File: src/rtl/safe_bus_arbiter.sv
// Shares one OBI-style data master port among NHARTS cores: round-robin when independent,
// single voted copy in lockstep. Optional lockstep gather timeout: define SAFE_ARB_TIMEOUT_EN.
module safe_bus_arbiter #(
  parameter int NHARTS         = 3,
  parameter int AW             = 32,
  parameter int DW             = 32,
  parameter int TIMEOUT_CYCLES = 16
) (
  input  logic                   clk_i,
  input  logic                   rst_ni,
  input  logic                   single_bus_i,
  input  logic [NHARTS-1:0]      master_core_i,
  input  logic [NHARTS-1:0]      core_req_i,
  input  logic [NHARTS*AW-1:0]   core_addr_i,
  input  logic [NHARTS-1:0]      core_we_i,
  input  logic [NHARTS*DW/8-1:0] core_be_i,
  input  logic [NHARTS*DW-1:0]   core_wdata_i,
  output logic [NHARTS-1:0]      core_gnt_o,
  output logic [NHARTS-1:0]      core_rvalid_o,
  output logic [DW-1:0]          core_rdata_o,
  output logic                   bus_req_o,
  output logic [AW-1:0]          bus_addr_o,
  output logic                   bus_we_o,
  output logic [DW/8-1:0]        bus_be_o,
  output logic [DW-1:0]          bus_wdata_o,
  input  logic                   bus_gnt_i,
  input  logic                   bus_rvalid_i,
  input  logic [DW-1:0]          bus_rdata_i,
  output logic [NHARTS-1:0]      mismatch_o,
  output logic                   timeout_o
);

  localparam int IW = $clog2(NHARTS);
  localparam int BW = DW / 8;

  typedef enum logic [1:0] {IDLE, GATHER, ISSUE, WAIT_RESP} state_e;

  state_e          state_q, state_d;
  logic            mode_q, mode_d;
  logic            bcast_q, bcast_d;
  logic [IW-1:0]   sel_q, sel_d;
  logic [IW-1:0]   ptr_q, ptr_d;
  logic [AW-1:0]   addr_q, addr_d;
  logic            we_q, we_d;
  logic [BW-1:0]   be_q, be_d;
  logic [DW-1:0]   wdata_q, wdata_d;

  logic [AW-1:0]   addr_a  [NHARTS];
  logic [BW-1:0]   be_a    [NHARTS];
  logic [DW-1:0]   wdata_a [NHARTS];

  logic [IW-1:0]   master_idx;
  logic [IW-1:0]   rr_idx;
  logic [IW-1:0]   pay_idx;
  logic [IW:0]     rr_sum;
  logic [NHARTS-1:0] diff_vec;
  logic [NHARTS-1:0] sel_oh;
  logic            all_req;
  logic            tmo_hit;

  for (genvar g = 0; g < NHARTS; g++) begin : g_unpack
    assign addr_a[g]  = core_addr_i[g*AW +: AW];
    assign be_a[g]    = core_be_i[g*BW +: BW];
    assign wdata_a[g] = core_wdata_i[g*DW +: DW];
  end

  assign all_req = &core_req_i;
  assign sel_oh  = NHARTS'(1) << sel_q;

  // Lowest set bit of the master select wins; an empty vector falls back to hart 0.
  always_comb begin
    master_idx = '0;
    for (int i = NHARTS - 1; i >= 0; i--) begin
      if (master_core_i[i]) master_idx = IW'(i);
    end
  end

  always_comb begin
    rr_idx = ptr_q;
    rr_sum = '0;
    for (int k = NHARTS - 1; k >= 0; k--) begin
      rr_sum = {1'b0, ptr_q} + (IW+1)'(k);
      if (rr_sum >= (IW+1)'(NHARTS)) rr_sum = rr_sum - (IW+1)'(NHARTS);
      if (core_req_i[rr_sum[IW-1:0]]) rr_idx = rr_sum[IW-1:0];
    end
  end

  // Write data only matters for divergence when the master is writing.
  always_comb begin
    diff_vec = '0;
    for (int i = 0; i < NHARTS; i++) begin
      if (IW'(i) != master_idx) begin
        diff_vec[i] = (addr_a[i] != addr_a[master_idx]) ||
                      (core_we_i[i] != core_we_i[master_idx]) ||
                      (be_a[i] != be_a[master_idx]) ||
                      (core_we_i[master_idx] && (wdata_a[i] != wdata_a[master_idx]));
      end
    end
  end

`ifdef SAFE_ARB_TIMEOUT_EN
  localparam int CW = $clog2(TIMEOUT_CYCLES + 1);

  logic [CW-1:0] tmo_cnt_q, tmo_cnt_d;

  always_comb begin
    tmo_cnt_d = '0;
    if (state_q == GATHER) tmo_cnt_d = tmo_cnt_q + 1'b1;
  end

  assign tmo_hit = (state_q == GATHER) && !all_req &&
                   (tmo_cnt_q == CW'(TIMEOUT_CYCLES - 1));

  always_ff @(posedge clk_i or negedge rst_ni) begin
    if (!rst_ni) tmo_cnt_q <= '0;
    else         tmo_cnt_q <= tmo_cnt_d;
  end
`else
  logic timeout_unused;
  assign timeout_unused = (TIMEOUT_CYCLES > 0);
  assign tmo_hit        = 1'b0;
`endif

  assign pay_idx = mode_q ? master_idx : rr_idx;

  always_comb begin
    state_d       = state_q;
    mode_d        = mode_q;
    bcast_d       = bcast_q;
    sel_d         = sel_q;
    ptr_d         = ptr_q;
    addr_d        = addr_q;
    we_d          = we_q;
    be_d          = be_q;
    wdata_d       = wdata_q;
    core_gnt_o    = '0;
    core_rvalid_o = '0;
    core_rdata_o  = '0;
    bus_req_o     = 1'b0;
    mismatch_o    = '0;
    timeout_o     = 1'b0;

    unique case (state_q)
      IDLE: begin
        mode_d = single_bus_i;
        if (!mode_q) begin
          if (|core_req_i) begin
            sel_d   = rr_idx;
            bcast_d = 1'b0;
            addr_d  = addr_a[pay_idx];
            we_d    = core_we_i[pay_idx];
            be_d    = be_a[pay_idx];
            wdata_d = wdata_a[pay_idx];
            state_d = ISSUE;
          end
        end else if (core_req_i[master_idx]) begin
          state_d = GATHER;
        end
      end

      // A timed-out gather is served to the master alone, so it is not broadcast.
      GATHER: begin
        if (all_req || tmo_hit) begin
          sel_d   = master_idx;
          bcast_d = all_req;
          addr_d  = addr_a[pay_idx];
          we_d    = core_we_i[pay_idx];
          be_d    = be_a[pay_idx];
          wdata_d = wdata_a[pay_idx];
          state_d = ISSUE;
          if (all_req) begin
            mismatch_o = diff_vec;
          end else begin
            mismatch_o = ~core_req_i;
            timeout_o  = 1'b1;
          end
        end
      end

      ISSUE: begin
        bus_req_o = 1'b1;
        if (bus_gnt_i) begin
          core_gnt_o = bcast_q ? '1 : sel_oh;
          if (!mode_q) ptr_d = (sel_q == IW'(NHARTS - 1)) ? '0 : sel_q + 1'b1;
          state_d = WAIT_RESP;
        end
      end

      WAIT_RESP: begin
        if (bus_rvalid_i) begin
          core_rvalid_o = bcast_q ? '1 : sel_oh;
          core_rdata_o  = bus_rdata_i;
          state_d       = IDLE;
        end
      end

      default: state_d = IDLE;
    endcase
  end

  assign bus_addr_o  = addr_q;
  assign bus_we_o    = we_q;
  assign bus_be_o    = be_q;
  assign bus_wdata_o = wdata_q;

  always_ff @(posedge clk_i or negedge rst_ni) begin
    if (!rst_ni) begin
      state_q <= IDLE;
      mode_q  <= 1'b0;
      bcast_q <= 1'b0;
      sel_q   <= '0;
      ptr_q   <= '0;
      addr_q  <= '0;
      we_q    <= 1'b0;
      be_q    <= '0;
      wdata_q <= '0;
    end else begin
      state_q <= state_d;
      mode_q  <= mode_d;
      bcast_q <= bcast_d;
      sel_q   <= sel_d;
      ptr_q   <= ptr_d;
      addr_q  <= addr_d;
      we_q    <= we_d;
      be_q    <= be_d;
      wdata_q <= wdata_d;
    end
  end

endmodule

File: config.mk
export PLATFORM = sky130hd
export DESIGN_NAME = safe_bus_arbiter
export DESIGN_NICKNAME = d
export VERILOG_FILES = /design/src/rtl/safe_bus_arbiter.sv
export SDC_FILE = /design/constraint.sdc
export NUM_CORES = 1
export LEC_CHECK = 0
export BUFFER_PORTS_ARGS = -buffer_cell sky130_fd_sc_hd__buf_2
export CAP_MARGIN = 20
export CORE_MARGIN = 5
export CORE_UTILIZATION = 36
export DETAILED_ROUTE_END_ITERATION = 12
export PLACE_DENSITY = 0.57
export SETUP_SLACK_MARGIN = 0.3
export SYNTH_ARGS = -nofsm -noshare
export SYNTH_HDL_FRONTEND = slang
export SYNTH_SLANG_ARGS = --single-unit
File: constraint.sdc
create_clock -name clk_i -period 3.8 [get_ports clk_i]
set_clock_uncertainty 0.15 [all_clocks]
set_input_delay 0.19 -clock clk_i [delete_from_list [all_inputs] [get_ports clk_i]]
set_output_delay 0.19 -clock clk_i [all_outputs]
set_load 0.02 [all_outputs]
* After elaboration in Yosys (flattened, before gate mapping)
Index checks and enable logic that the tools add are counted.
** Cells by class
- Add/sub/neg operators :: 6
- Multipliers :: 0
- Divide/modulo/power cells :: 0
- Magnitude comparators :: 10
- Eq/ne operators :: 25
- Shift operators :: 1
- Mux-type cells :: 85
- Bitwise gates (word level) :: 3
- Reductions and logical operators :: 20
** Operators by type and width (number)
- $mux W32 :: 16
- $bmux W32 S2 :: 4
- $ne A32 B32 Y1 :: 6
- $pmux W32 S2 :: 2
- $mux W2 :: 20
- $mux W4 :: 7
- $mux W3 :: 7
- $bmux W4 S2 :: 2
- $mux W1 :: 16
- $lt A2 B3 Y1 const B :: 5
- $bmux W1 S2 :: 6
- $ne A4 B4 Y1 :: 3
- $ne A2 B2 Y1 const B :: 5
- $logic_or A1 B1 Y1 :: 9
- $pmux W2 S4 :: 1
- $pmux W4 S2 :: 1
- $eq A2 B2 Y1 const B :: 3
- $ge A3 B2 Y1 const B :: 2
- $ge A3 B3 Y1 const B :: 2
- $ne A3 B3 Y1 const B :: 2
- $not A2 Y3 :: 2
- $reduce_and A3 Y1 :: 2
- $sub A2 B2 Y2 const B :: 3
- $reduce_and A5 Y1 :: 1
- other kinds (17) :: 23
** Word-level totals
- Flip-flop bits (word level) :: 77
- Latch bits :: 0
- Bits in writable memories :: 0
- ROM bits :: 0
- Output and inout port bits :: 112
- Logic and storage cells :: 159
- Memories kept :: 0

* Longest topological paths before layout
- Depth in word-level cells :: 16
- Mapped depth :: 13

* Worst setup path after synthesis
No wires, ideal clock.
- Kind :: reg2reg
- From :: register ptr_q[1]
- To :: register wdata_q[29] (netlist: bus_wdata_o[29])
- Data arrival time :: 2.404 ns
- Required time :: 3.524 ns
- Slack :: 1.120 ns
- Stages on the path, launching flop included :: 13
- Path buffers :: 4
- Cell sequence :: dfrtp_1 ha_1 buf_4 mux2i_1 o22a_1 a211oi_2 o31ai_1 buf_2 buf_4 buf_6 mux2i_1 nor2_1 a221o_1
** On the way
- Word-level cells in the longest chain between the ends :: 16
** RTL lines
- from (decl) :: RTL line 42 : logic [IW-1:0] ptr_q, ptr_d;
- from (signal assigned) :: RTL line 222 : ptr_q <= ptr_d;
- $add A2 B2 Y3 :: RTL line 82 : rr_sum = {1'b0, ptr_q} + (IW+1)'(k);
- $ge A3 B2 Y1 / $sub A2 B2 Y2 (equally long branches) :: RTL line 83 : if (rr_sum >= (IW+1)'(NHARTS)) rr_sum = rr_sum - (IW+1)'(NHARTS);
- $mux W2 :: RTL line 83
- $bmux W1 S2 :: RTL line 84 : if (core_req_i[rr_sum[IW-1:0]]) rr_idx = rr_sum[IW-1:0];
- $mux W1 (implied by the code) :: RTL line 84
- $mux W2 (2 in a row) :: RTL line 84
- $mux W2 (*) :: RTL line 84
- $mux W2 (*) :: RTL line 124 : assign pay_idx = mode_q ? master_idx : rr_idx;
- $not A2 Y3 (implied by the code) (*) :: RTL line 153, 169
- $bmux W32 S2 (*) :: RTL line 153, 169
- $mux W32 (implied by the code) (*) (2 in a row) :: RTL line 153, 169
- $mux W32 :: RTL line 147 : if (|core_req_i) begin
- $mux W32 :: RTL line 146 : if (!mode_q) begin
- $pmux W32 S2 (*) :: RTL line 143 : unique case (state_q)
- to (signal assigned) :: RTL line 226 : wdata_q <= wdata_d;
- to (decl) :: RTL line 46 : logic [DW-1:0] wdata_q, wdata_d;
Mark *: on every way between the ends. The rest lies on a longest branch, timed or not. The select of a mux whose other input is x is not followed.
A chain may end at the register's enable or synchronous reset.

* Worst setup path in the final report
- From :: input master_core_i[0]
- To :: output mismatch_o[1]
** On the way
- Word-level cells in the longest chain between the ends :: 12
** RTL lines
- from (decl) :: RTL line 12 : input logic [NHARTS-1:0] master_core_i,
- $mux W2 (*) :: RTL line 74 : if (master_core_i[i]) master_idx = IW'(i);
- $not A2 Y3 (implied by the code) :: RTL line 93, 95, 96
- $bmux W32 S2 :: RTL line 93 : diff_vec[i] = (addr_a[i] != addr_a[master_idx]) ||
- $mux W32 (implied by the code) (2 in a row) :: RTL line 93
- $ne A32 B32 Y1 :: RTL line 93
- $logic_or A1 B1 Y1 :: RTL line 93
- $logic_or A1 B1 Y1 :: RTL line 94 : (core_we_i[i] != core_we_i[master_idx]) ||
- $logic_or A1 B1 Y1 :: RTL line 95 : (be_a[i] != be_a[master_idx]) ||
- $mux W1 (*) :: RTL line 92 : if (IW'(i) != master_idx) begin
- $mux W3 (*) :: RTL line 163 : if (all_req || tmo_hit) begin
- $mux W3 (*) :: RTL line 143
- to (decl) :: RTL line 29 : output logic [NHARTS-1:0] mismatch_o,
Marks and branches as above.

==> flow_summary.ini <==
[worst_setup_path]
crit_slowest_cell = nor3b_4
path_cells = buf_2 > nor3b_4 > buf_4 > a221oi_1 > a21oi_1 > or4_1 > o31ai_1 > a311oi_1 > buf_2
cp_max_fo = 22
critical_path.most_common_cell = buf_2
critPathRequiredTime_ns = 3.46
crit_path_end_kind = output pin
critical-path-max-stage-delay_ns = 0.58
path_buf_inv = 3
crit_family = compound AO/OA/AOI/OAI gates
start_kind = primary input
crit_type = in2out
worstPathArrival_ns = 2.85

[drt]
via_per_inst = 6.352
vias = 11550
drtAntennaViolNets = 0
first_pass_iters = 5
wl_per_cell_um = 26.32
drtIter0Drc = 1331
drc = 0
wirelength_um = 47840

[yosys]
ys_types = 69
synth_ff_type = dfrtp_1
syn_area_um2 = 9922
synth_nets = 1443
synth_area_leaders = dfrtp_1 19%, mux2i_1 14%, a221o_1 9.4%
syn_inst = 1187
synth_edf_count = 0
yosysWarnings = 0
syn-mean-instance-area_um2 = 8.359
synth_top_cell_area_share = 0.1942
async_flop_share = 1.000
synth_area_leader_cell = dfrtp_1
synth_seq_cells = 77
seq_area_frac_synth = 0.1942

[sta]
period_needed_ns = 3.186
holdWs_ns = 0.01615
slew_headroom = 0.3524
fin_crit_sh = 0.8385
drv_slew = 0
tightest_slew_ns = 0.9693
hold_viol = 0
fmax_ghz = 0.3138
fin_ws_ns = 0.6137
rsz0062_at_grt = false
tns_ns = 0
setup_viol = 0

[global_routing]
groute.usage.overall = 0.2954
grt_pass1_wl_um = 71000
grt_max_degree = 70
grt.overflow.total = 0
antenna_found_initial = 2
grt_pass1_vias = 11410

[die]
ios = 362
die_y_um = 176.0
die_x_um = 176.0
die_area_um2 = 30980
fp.coreArea_um2 = 27030
floorplan.initialDensity = 0.3671
rows = 60

[place]
place_hpwl_um = 36780
portBuffers = 360
place_ws_ns = 0.4977
place.gp.congestion = 0.9486

[finish]
layout-drive-gt1-share = 0.2895
final_nets = 1728
fill_cells = 2781
area_delta_synth_final_pct = 23.18

[pwr]
p_leak_nw = 6.011
ir_worst_vdd_uv = 459.0
power_density_nw_per_um2 = 562.0

[cts]
post_cts_resize_count = 0
clkLatencyLatePin_ns = 0.35
path_clk_slew_ns = 0.07
cts_tree = done
htree_num_levels = 3
cts_inserted_buffers = 9
cts_root_buf = clkbuf_16
clock_path_buffers = 2
clock-sinks = 77

[job]
max_cap_violations = 0

[worst_hold_path]
hold_class = in2reg

[outcome]
status = finished, final reports clean
==> flip-flops by register name (all words and copies together), names as in the netlist <==
register     flops
bcast_q          1
bus_addr_o      32
bus_be_o         4
bus_wdata_o     32
bus_we_o         1
mode_q           1
ptr_q            2
sel_q            2
state_q          2
==> per-stage QoR <==
step,util,cell area (um2),power [mW],std cells
floorplan,-,9922,4.570,1187
global placement,0.4375,11820,5.893,1792
detailed placement,0.4375,11820,5.939,1792
CTS,0.4507,12180,6.887,1813
global route,0.4522,12220,7.302,1818
finish,0.4522,12220,6.869,1818
==> routing by layer <==
layer  global-route usage  part of all wire  wire [um]
met2               0.4634              0.45      21520
met1               0.3981              0.41      19520
met3              0.06981              0.11       5231
met5                    0                 0          0
met4               0.1056             0.033       1566
==> layout by cell type, fill, tap and decap left out, types with 3 or more instances in the layout <==
cell	n
a211oi_1	4
a21o_1	3
a21oi_1	38
a221o_1	93
a221oi_1	16
a222oi_1	12
a22oi_1	41
a31oi_1	11
a41oi_1	3
and3_1	34
buf_12	7
buf_2	359
buf_4	19
clkbuf_16	9
dfrtp_1	77
dlygate4sd3_1	7
ha_1	6
inv_1	66
mux2i_1	138
nand2_1	29
nand2b_1	10
nand3_1	6
nand4_1	14
nor2_1	98
nor3_1	11
nor4_1	30
o2111ai_1	6
o21ai_0	19
o221a_2	8
o221ai_1	32
o22a_1	6
o22ai_1	45
o2bb2ai_1	6
o41ai_1	3
or4_1	5
xnor2_1	93
xor2_1	59
==> logic make-up (layout without fill, tap and decap cells) <==
group,after synthesis,after routing,synth area share
muxes,140,140,0.1415
other,1,3,0.0003779
adders and majority gates,6,6,0.007566
and+or+nand+nor,258,258,0.1342
buffers and inverters,185,473,0.08890
xor gates and xnor gates,152,152,0.1342
DFF,77,77,0.1942
AOI/OAI and AO/OA,368,368,0.2991
==> area by class of cell <==
cell class,count,area (um2),share of cell area
diodes,2,5.005,0.0004095
clock buffers,10,239.0,0.01955
clock inverters,4,50.05,0.004095
inverters,67,251.5,0.02058
multi-input cells,925,7173,0.5869
flip-flops and latches,77,1927,0.1577
well taps,341,426.7,0.03491
repair buffers,392,2150,0.1759
==> cell usage after synthesis, drive strengths merged, types with 4 or more instances <==
cell type    n
xnor2       93
a221oi      17
nor4        32
dfrtp       77
buf         65
o21ai       19
a31oi       11
mux2i      138
o22a         6
o2bb2ai      6
a221o       93
o22ai       45
and3        35
xor2        59
a22oi       41
a21oi       39
nand2       29
inv         67
nor2        98
o221ai      32
nand4       14
ha           6
nand2b      11
clkbuf      53
nor3        11
nand3        7
o31ai        4
o2111ai      6
o221a        8
a222oi      12
a211oi       5
or4          5
==> timing repair <==
item | 4_1_cts | 5_1_grt
hold buffers | 7 | 0
setup endpoints to repair | 0 | 2
hold endpoints to repair | 54 | 0
buffers inserted | 0 | 3
==> report_power, final <==
part	internal (mW)	total, mW	switching [mW]
clock network	0.520	0.919	0.399
registers	1.23	1.49	0.256
logic	1.85	4.46	2.61
==> worst paths after layout <==
kind                                  start               to  slack [ns]  cells past startpoint
setup / recovery           master_core_i[0]    mismatch_o[1]        0.61                      9
hold / removal             core_wdata_i[94]  bus_wdata_o[30]        0.02                      2
setup reg to reg                   ptr_q[1]    bus_addr_o[6]        0.63                      9
hold reg to reg              bus_addr_o[21]   bus_addr_o[21]        0.36                      1
max in group asynchronous            rst_ni    bus_addr_o[5]        2.28                      3
min in group asynchronous            rst_ni    bus_addr_o[6]        0.27                      2
Power figures use the tool's default switching activity.
